[src/rtl/multiplicacao_acumulada_pkg.sv]
// Shared definitions for the windowed multiply-accumulate block:
// FSM encoding, width/beat derivations and the saturating magnitude helper.
package multiplicacao_acumulada_pkg;

    typedef enum logic [1:0] {
        IDLE = 2'd0,
        CALC = 2'd1,
        DONE = 2'd2
    } state_t;

    // Working width of the magnitude helper; accumulators are sign-extended into it.
    localparam int MAG_CALC_W = 64;

    // Pixel is zero-extended by one bit, so the signed product needs a_w+b_w+1 bits.
    function automatic int calc_p_w(input int a_w, input int b_w);
        return a_w + b_w + 1;
    endfunction

    // Headroom for summing n_elem worst-case products without overflow.
    function automatic int calc_acc_w(input int p_w, input int n_elem);
        return p_w + $clog2(n_elem);
    endfunction

    // Number of clock beats needed to cover n_elem elements with 'lanes' multipliers.
    function automatic int calc_beats(input int n_elem, input int lanes);
        return (n_elem + lanes - 1) / lanes;
    endfunction

    // min(|v|, 2^out_w - 1); the most-negative input is handled by the wide working width.
    function automatic logic [MAG_CALC_W-1:0] sat_mag(input logic signed [MAG_CALC_W-1:0] v,
                                                      input int out_w);
        logic [MAG_CALC_W-1:0] a;
        logic [MAG_CALC_W-1:0] lim;
        a   = v[MAG_CALC_W-1] ? $unsigned(-v) : $unsigned(v);
        lim = (MAG_CALC_W'(1) << out_w) - MAG_CALC_W'(1);
        return (a > lim) ? lim : a;
    endfunction

endpackage

[src/rtl/multiplicacao_acumulada_mult_lane.sv]
// One multiplier lane: unsigned pixel times signed coefficient, full-width signed product.
module multiplicacao_acumulada_mult_lane #(
    parameter int A_W = 8,
    parameter int B_W = 8,
    parameter int P_W = A_W + B_W + 1
) (
    input  logic [A_W-1:0] a,
    input  logic [B_W-1:0] b,
    output logic [P_W-1:0] p
);

    logic signed [A_W:0]   a_ext;
    logic signed [B_W-1:0] b_s;
    logic signed [P_W-1:0] prod;

    // Extra zero MSB keeps the pixel positive once treated as signed.
    assign a_ext = {1'b0, a};
    assign b_s   = b;
    // Both operands sign-extended to the product width so nothing is truncated.
    assign prod  = P_W'(a_ext) * P_W'(b_s);
    assign p     = prod;

endmodule

[src/rtl/multiplicacao_acumulada.sv]
// Window x kernel multiplier: LANES products per beat, signed running sum,
// saturated magnitude. Operands are captured on acceptance; outputs only
// change in the DONE cycle and hold in between operations.
module multiplicacao_acumulada
    import multiplicacao_acumulada_pkg::*;
#(
    parameter int N_ELEM = 25,
    parameter int A_W    = 8,
    parameter int B_W    = 8,
    parameter int LANES  = 1,
    parameter int P_W    = calc_p_w(A_W, B_W),
    parameter int ACC_W  = calc_acc_w(P_W, N_ELEM),
    parameter int OUT_W  = 8
) (
    input  logic                    clock,
    input  logic                    reset_n,
    input  logic                    start,
    input  logic [N_ELEM*A_W-1:0]   matrix_a,
    input  logic [N_ELEM*B_W-1:0]   matrix_b,
    output logic [N_ELEM*P_W-1:0]   result_out,
    output logic [ACC_W-1:0]        sum_out,
    output logic [OUT_W-1:0]        mag_out,
    output logic                    busy,
    output logic                    done
);

    localparam int BEATS = calc_beats(N_ELEM, LANES);
    localparam int K_W   = (BEATS > 1) ? $clog2(BEATS) : 1;

    state_t                     state_q, state_d;
    logic                       busy_q, busy_d;
    logic                       done_q, done_d;
    logic [K_W-1:0]             k_q, k_d;
    logic signed [ACC_W-1:0]    acc_q, acc_d;
    logic [N_ELEM*A_W-1:0]      a_cap_q, a_cap_d;
    logic [N_ELEM*B_W-1:0]      b_cap_q, b_cap_d;
    logic [N_ELEM*P_W-1:0]      prod_q, prod_d;
    logic [N_ELEM*P_W-1:0]      result_q, result_d;
    logic [ACC_W-1:0]           sum_q, sum_d;
    logic [OUT_W-1:0]           mag_q, mag_d;

    logic [LANES-1:0][A_W-1:0]  lane_a;
    logic [LANES-1:0][B_W-1:0]  lane_b;
    logic [LANES-1:0][P_W-1:0]  lane_p;
    logic signed [ACC_W-1:0]    lane_sum;

    // Steer the current beat's elements to their lanes; idle lanes of a ragged beat see zero.
    always_comb begin
        lane_a = '0;
        lane_b = '0;
        for (int e = 0; e < N_ELEM; e++) begin
            if (k_q == K_W'(e / LANES)) begin
                lane_a[e % LANES] = a_cap_q[e*A_W +: A_W];
                lane_b[e % LANES] = b_cap_q[e*B_W +: B_W];
            end
        end
    end

    for (genvar j = 0; j < LANES; j++) begin : g_lane
        multiplicacao_acumulada_mult_lane #(
            .A_W (A_W),
            .B_W (B_W),
            .P_W (P_W)
        ) u_lane (
            .a (lane_a[j]),
            .b (lane_b[j]),
            .p (lane_p[j])
        );
    end

    // Sign-extended sum of this beat's lane products.
    always_comb begin
        lane_sum = '0;
        for (int j = 0; j < LANES; j++) begin
            lane_sum = lane_sum + ACC_W'($signed(lane_p[j]));
        end
    end

    // Next-state and datapath updates for IDLE -> CALC (BEATS beats) -> DONE.
    always_comb begin
        state_d  = state_q;
        busy_d   = busy_q;
        done_d   = done_q;
        k_d      = k_q;
        acc_d    = acc_q;
        a_cap_d  = a_cap_q;
        b_cap_d  = b_cap_q;
        prod_d   = prod_q;
        result_d = result_q;
        sum_d    = sum_q;
        mag_d    = mag_q;
        case (state_q)
            IDLE: begin
                done_d = 1'b0;
                if (start) begin
                    a_cap_d = matrix_a;
                    b_cap_d = matrix_b;
                    acc_d   = '0;
                    k_d     = '0;
                    busy_d  = 1'b1;
                    state_d = CALC;
                end
            end
            CALC: begin
                acc_d = acc_q + lane_sum;
                for (int e = 0; e < N_ELEM; e++) begin
                    if (k_q == K_W'(e / LANES)) begin
                        prod_d[e*P_W +: P_W] = lane_p[e % LANES];
                    end
                end
                if (k_q == K_W'(BEATS - 1)) begin
                    k_d     = '0;
                    state_d = DONE;
                end else begin
                    k_d = k_q + 1'b1;
                end
            end
            DONE: begin
                result_d = prod_q;
                sum_d    = acc_q;
                mag_d    = OUT_W'(sat_mag(MAG_CALC_W'(acc_q), OUT_W));
                done_d   = 1'b1;
                busy_d   = 1'b0;
                state_d  = IDLE;
            end
            default: begin
                state_d = IDLE;
            end
        endcase
    end

    // State, capture, accumulator and output registers; reset discards any operation.
    always_ff @(posedge clock or negedge reset_n) begin
        if (!reset_n) begin
            state_q  <= IDLE;
            busy_q   <= 1'b0;
            done_q   <= 1'b0;
            k_q      <= '0;
            acc_q    <= '0;
            a_cap_q  <= '0;
            b_cap_q  <= '0;
            prod_q   <= '0;
            result_q <= '0;
            sum_q    <= '0;
            mag_q    <= '0;
        end else begin
            state_q  <= state_d;
            busy_q   <= busy_d;
            done_q   <= done_d;
            k_q      <= k_d;
            acc_q    <= acc_d;
            a_cap_q  <= a_cap_d;
            b_cap_q  <= b_cap_d;
            prod_q   <= prod_d;
            result_q <= result_d;
            sum_q    <= sum_d;
            mag_q    <= mag_d;
        end
    end

    assign result_out = result_q;
    assign sum_out    = sum_q;
    assign mag_out    = mag_q;
    assign busy       = busy_q;
    assign done       = done_q;

endmodule

[config.mk]
export PLATFORM = sky130hd
export DESIGN_NAME = multiplicacao_acumulada
export DESIGN_NICKNAME = d
export VERILOG_FILES = /design/src/rtl/multiplicacao_acumulada_pkg.sv /design/src/rtl/multiplicacao_acumulada_mult_lane.sv /design/src/rtl/multiplicacao_acumulada.sv
export SDC_FILE = /design/constraint.sdc
export NUM_CORES = 2
export LEC_CHECK = 0
export CAP_MARGIN = 20
export CORE_MARGIN = 2
export CORE_UTILIZATION = 45
export DETAILED_ROUTE_END_ITERATION = 7
export PLACE_DENSITY = 0.74
export SYNTH_ARGS = -nofsm -noshare
export SYNTH_HDL_FRONTEND = slang
export SYNTH_SLANG_ARGS = --single-unit
[constraint.sdc]
create_clock -name clock -period 18.7 [get_ports clock]
set_input_delay 3.74 -clock clock [delete_from_list [all_inputs] [get_ports clock]]
set_output_delay 3.74 -clock clock [all_outputs]
set_load 0.02 [all_outputs]
Word-level counts from Yosys, hierarchy flattened
Index checks and enable logic that the tools add are counted.
{"block": "totals", "elab_cells": 164, "ff_bits": 1311, "out_inout_bits": 457, "in_bits": 403}
{"block": "classes", "n_eq_ne": 28, "n_lt_le_gt_ge": 1, "n_mul": 1, "n_addsub": 3, "muxes": 63, "reduce_logical": 33}
{"operator": "$mux 8", "count": 51}
{"operator": "$gt 64x8->1 const B", "count": 1}
{"operator": "$mux 64", "count": 1}
{"operator": "$neg 22->64", "count": 1}
{"operator": "$reduce_and 2->1", "count": 29}
{"operator": "$eq 5x5->1 const B", "count": 9}
{"operator": "$pmux 22 s2", "count": 1}
{"operator": "$eq 5x4->1 const B", "count": 8}
{"operator": "$add 22x17->22", "count": 1}
{"operator": "$mux 22", "count": 1}
{"operator": "$eq 5x3->1 const B", "count": 4}
{"operator": "$mul 9x8->17", "count": 1}
{"operator": "$eq 5x2->1 const B", "count": 2}
{"operator": "$mux 5", "count": 2}
{"operator": "$pmux 5 s2", "count": 1}
{"operator": "$add 5x1->5 const B", "count": 1}
{"operator": "$eq 5x1->1 const B", "count": 1}
{"operator": "$logic_not 5->1", "count": 1}
{"operator": "$mux 2", "count": 2}
{"operator": "$ne 2x2->1 const B", "count": 2}
{"operator": "$pmux 1 s2", "count": 2}
{"operator": "$pmux 2 s2", "count": 1}
{"operator": "$reduce_bool 2->1", "count": 2}
{"operator": "$eq 2x1->1 const B", "count": 1}
{"operator": "other kinds (3)", "count": 3}

Longest topological paths before layout
{"block": "logic_depth", "word_depth": 29, "mapped_depth": 46, "mapped_depth_nobuf": 41}

Modules after synthesis
From an unflattened synthesis, not the netlist that was laid out.
{"block": "hier_totals", "hier_cells": 5763, "area_unflattened_um2": 56401.6}
{"module": "multiplicacao_acumulada", "instances": 1, "cells_per_inst": 5492, "area_per_inst_um2": 54075.6, "seq_area_each_um2": 32806.5}
{"module": "multiplicacao_acumulada_mult_lane", "instances": 1, "cells_per_inst": 271, "area_per_inst_um2": 2326.0, "seq_area_each_um2": 0.0}

Least setup slack after synthesis
Ideal clock, no wire load.
{"block": "synth_timing", "path_kind": "flip-flop to flip-flop", "start": "reg k_q[0]", "end": "reg acc_q[21]", "setup_time_ps": 83, "path_stages_with_launch": 43, "synth_period_minus_slack_ps": 9328, "path_buffers": 5, "setup_slack_ps": 9372, "required_time_ps": 18617, "t_arrival_ps": 9245, "path_cell_list": "dfrtp_1 -> inv_1 -> ha_1 -> clkbuf_1 -> clkbuf_1 -> clkbuf_1 -> buf_1 -> a21oi_1 -> o32ai_1 -> a21oi_1 -> o211ai_1 -> a21oi_1 -> a2111oi_0 -> o21ai_1 -> or2_2 -> fa_1 -> fa_1 -> inv_1 -> [... 7 more ...] -> a21oi_1 -> nor2b_1 -> o2111ai_1 -> nand3_1 -> nor2_1 -> xor2_1 -> clkbuf_1 -> inv_1 -> ha_1 -> and3_1 -> a221oi_1 -> nand2_1 -> a31oi_1 -> nor2_1 -> a211oi_1 -> xnor2_1 -> or3_1 -> o21ai_0"}
{"block": "synth_between", "elab_chain_cells": 29, "word_cells_on_any_way": 78, "cone_classes": "1 x add/sub; 1 x mul; 24 x eq/ne; 51 x mux; 1 x reduce/logical"}
{"element": "start: declaration", "line": "multiplicacao_acumulada.sv:33", "rtl": "logic [K_W-1:0] k_q, k_d;"}
{"element": "start signal: assignment", "line": "multiplicacao_acumulada.sv:150", "rtl": "k_q <= k_d;"}
{"element": "$logic_not 5->1", "line": "multiplicacao_acumulada.sv:52", "rtl": "if (k_q == K_W'(e / LANES)) begin"}
{"element": "$mux 8 (25 in series)", "line": "multiplicacao_acumulada.sv:52"}
{"element": "$mul 9x8->17 (*)", "line": "multiplicacao_acumulada_mult_lane.sv:20", "rtl": "assign prod = P_W'(a_ext) * P_W'(b_s);"}
{"element": "net g_lane[0].u_lane.p[13]", "line": "multiplicacao_acumulada_mult_lane.sv:9", "rtl": "output logic [P_W-1:0] p"}
{"element": "$add 22x17->22 (*)", "line": "multiplicacao_acumulada.sv:105", "rtl": "acc_d = acc_q + lane_sum;"}
{"element": "$pmux 22 s2 (*)", "line": "multiplicacao_acumulada.sv:92", "rtl": "case (state_q)"}
{"element": "end signal: assignment", "line": "multiplicacao_acumulada.sv:139", "rtl": "acc_q <= '0;"}
{"element": "end signal: assignment", "line": "multiplicacao_acumulada.sv:151", "rtl": "acc_q <= acc_d;"}
{"element": "end: declaration", "line": "multiplicacao_acumulada.sv:34", "rtl": "logic signed [ACC_W-1:0] acc_q, acc_d;"}
The timed path passes the listed nets; every way through them passes the cells marked *.
A chain may end at the register's enable or synchronous reset.

Worst setup path in the final report
Same ends and word-level chain as after synthesis.

==> impl_metrics.csv <==
group,metric,value,unit
floorplanning,num_io_pins,860,
sta,tns,0,ns
sta,setup_violations,0,
placed_design,dpl_worst_slack,6.48,ns
clock_network,insertion_delay,0.77,ns
clock_network,cts.sink_count,1311,
global_route,antenna_found_initial,15,
logic_synthesis,ys_warn_count,0,
placed_design,io_buffers,859,
sta,hold_viol,0,
clock_network,htreeDepth,4,
placed_design,dp_cells,8450,
logic_synthesis,syn_area_per_cell,8.92,um2
clock_network,cts_hold_buffers,0,
clock_network,cts_buffers,135,
logic_synthesis,ys_seq_elements,1311,
layout,layout.cells.non_filler,8704,
route,drtIter0Drc,4955,
min_path,hold_path_class,"reg -> reg",
logic_synthesis,syn_inst,6266,
worst_setup_path,required,19.34,ns
placed_design,place_congestion,0.969,
clock_network,cts_tree,"built",
route,via_per_inst,5.42,
route,drtAntennaViolNets,0,
layout,final_cell_mix,"nand2_1 (2995), dfrtp_1 (1309), clkdlybuf4s50_1 (858)",
clock_network,clk_pin_slew,0.06,ns
floorplanning,start_util,0.453,
sta,tightest_slew,1.17,ns
clock_network,clockBufferDepth,3,
job,maxCapViolCount,0,
sta,finalClockSkew,0.0539,ns
sta,holdWs,0.450,ns
layout,final_nets,7467,
sta,layout_setup_ws,6.43,ns
logic_synthesis,synth-async-reset-ratio,1.00,
route,wl_per_cell,23.2,um
sta,fin_crit,12.27,ns
global_route,grt_pass1_wl,296000,um
global_route,grt_max_degree,240,
worst_setup_path,arrival,12.91,ns
logic_synthesis,syn_nets,6776,
route,wl,202000,um
sta,slew_viol_final,0,
layout,layout-drive-gt1-share,0.0621,
global_route,grt_pass1_vias,45600,
sta,rsz0062_at_grt,"no",
worst_setup_path,cpMaxStageDelayCell,"nor4b_2",
floorplanning,core_area,123000,um2
layout,area_delta_synth_final,26.6,%
global_route,overflow,0,
worst_setup_path,setup.worst_path.end_class,"register",
route,num_vias,47200,
logic_synthesis,synth-edff-count,0,
outcome,outcome,"finished, final reports clean",
placed_design,dp_hpwl,145000,um
floorplanning,die_h,356,um
clock_network,cts_resized,0,
worst_setup_path,critPathKind,"reg -> reg",
floorplanning,die_w,356,um
logic_synthesis,synth_flop_cell,"dfrtp_1",
sta,min_period_over_period,0.656,
layout,fill_cells,10900,
sta,fmax,81.5,MHz
worst_setup_path,critical-path-max-stage-delay,0.85,ns
clock_network,root_buffer,"clkbuf_16",
route,drcViolationCount,0,
clock_network,post_cts_buffers,0,
logic_synthesis,syn_area,55900,um2
logic_synthesis,ys_seq_area_frac,0.587,
floorplanning,num_rows,129,
worst_setup_path,worst-path-max-fanout,27,
route,first_pass_iters,6,
global_route,grt_use_total,0.314,
floorplanning,die-area,127000,um2
worst_setup_path,cp-start-kind,"register",
layout,final_common_cell,"nand2_1",
sta,maxSlewHeadroom,0.218,
logic_synthesis,synth_cell_type_count,81,
-- state kept, by name (all words and copies together) (netlist names) --
register	count
done	1
acc_q	22
state_q	2
a_cap_q	200
sum_out	22
k_q	5
b_cap_q	200
mag_out	8
result_out	425
busy	1
prod_q	425
-- kinds of logic (layout without fill, tap and decap cells) --
kind of cell / after synthesis / in the layout / synth area share
AOI/OAI and AO/OA: 852 / 852 / 0.0894
xor gates and xnor gates: 38 / 38 / 0.00623
adders and majority gates: 107 / 107 / 0.0291
buffers and inverters: 500 / 1292 / 0.0338
DFF: 1311 / 1311 / 0.587
muxes: 76 / 76 / 0.0153
other: 0 / 9 / 0
and+or+nand+nor: 3382 / 3382 / 0.239
-- path summary, 6_finish.rpt --
check                                        startpoint                           to  slack (ns)  cells after the start
worst max-delay path                 k_q[0]$_DFFE_PN0P_        acc_q[21]$_DFFE_PN0P_        6.43                     36
worst min-delay path            prod_q[112]$_DFFE_PN0P_  result_out[112]$_DFFE_PN0P_        0.45                      2
worst max register to register       k_q[0]$_DFFE_PN0P_        acc_q[21]$_DFFE_PN0P_        6.43                     36
worst min register to register  prod_q[112]$_DFFE_PN0P_  result_out[112]$_DFFE_PN0P_        0.45                      2
max in group asynchronous                       reset_n      b_cap_q[26]$_DFFE_PN0P_       11.79                      5
min in group asynchronous                       reset_n  result_out[360]$_DFFE_PN0P_        2.95                      1
-- synthesized netlist by cell type (7+ instances only) --
| master | count | area share |
|---|---|---|
| nand2_1 | 2996 | 0.20 |
| dfrtp_1 | 1311 | 0.59 |
| o21ai_0 | 483 | 0.043 |
| clkbuf_1 | 380 | 0.026 |
| nor2_1 | 152 | 0.010 |
| a21oi_1 | 125 | 0.011 |
| inv_1 | 97 | 0.0065 |
| mux2_2 | 75 | 0.015 |
| ha_1 | 69 | 0.015 |
| nand3_1 | 50 | 0.0045 |
| fa_1 | 38 | 0.014 |
| a221oi_1 | 28 | 0.0044 |
| nor3_1 | 28 | 0.0025 |
| a31oi_1 | 22 | 0.0025 |
| nand2b_1 | 22 | 0.0025 |
| xor2_1 | 22 | 0.0034 |
| nor2b_1 | 20 | 0.0022 |
| a21o_1 | 19 | 0.0026 |
| o211ai_1 | 19 | 0.0026 |
| o22ai_1 | 19 | 0.0021 |
| a211oi_1 | 17 | 0.0023 |
| and3_1 | 16 | 0.0018 |
| or2_2 | 16 | 0.0018 |
| xnor2_1 | 15 | 0.0024 |
| o221ai_1 | 13 | 0.0020 |
| or3_1 | 13 | 0.0015 |
| a22oi_1 | 11 | 0.0015 |
| a32oi_1 | 11 | 0.0017 |
| buf_1 | 11 | 0.00074 |
| a211o_1 | 9 | 0.0014 |
| a2111oi_0 | 8 | 0.0013 |
| buf_2 | 8 | 0.00072 |
| nor4bb_1 | 8 | 0.0014 |
| a221o_1 | 7 | 0.0013 |
| nand4_1 | 7 | 0.00078 |
| o31ai_1 | 7 | 0.00094 |
-- through the flow --
| step | util | cell area (um2) |
|---|---|---|
| 6_report | 0.573 | 70700 |
| 5_1_grt | 0.573 | 70700 |
| 4_1_cts | 0.571 | 70500 |
| 3_5_place_dp | 0.535 | 66000 |
| 3_3_place_gp | 0.534 | 66000 |
| 2_1_floorplan | - | 55900 |
-- per-layer routing --
metal | track usage | wire, um | vias to the layer above | share of wire
met5 | 0 | 40 | - | 0.00020
met4 | 0.159 | 11400 | 8 | 0.056
met3 | 0.0462 | 13400 | 428 | 0.067
met2 | 0.486 | 92300 | 1971 | 0.46
met1 | 0.434 | 84700 | 23300 | 0.42
li1 | - | - | 21500 | -
-- worst max-delay path: cells and delay by family (launching register included) --
family	cells	cell delay, ns
AOI/OAI and AO/OA	18	5.04
adders and majority gates	7	3.43
and+or+nand+nor	4	1.74
xor gates and xnor gates	2	0.88
buffers and inverters	5	0.60
DFF	1	0.45
-- cell type report --
cell class              instances  area, um2  area share
clock buffers                 189       3750      0.0530
multi-input cells            4455      21400       0.303
diodes                          9       22.5    0.000318
flip-flops and latches       1311      32800       0.464
well taps                    1637       2050      0.0290
repair buffers                953       9520       0.135
clock inverters                49        746      0.0105
inverters                     101        379     0.00536
Power is left out: the tool's default activity adds up to more than one toggle a clock period on the data nets, which glitch-free logic cannot reach.
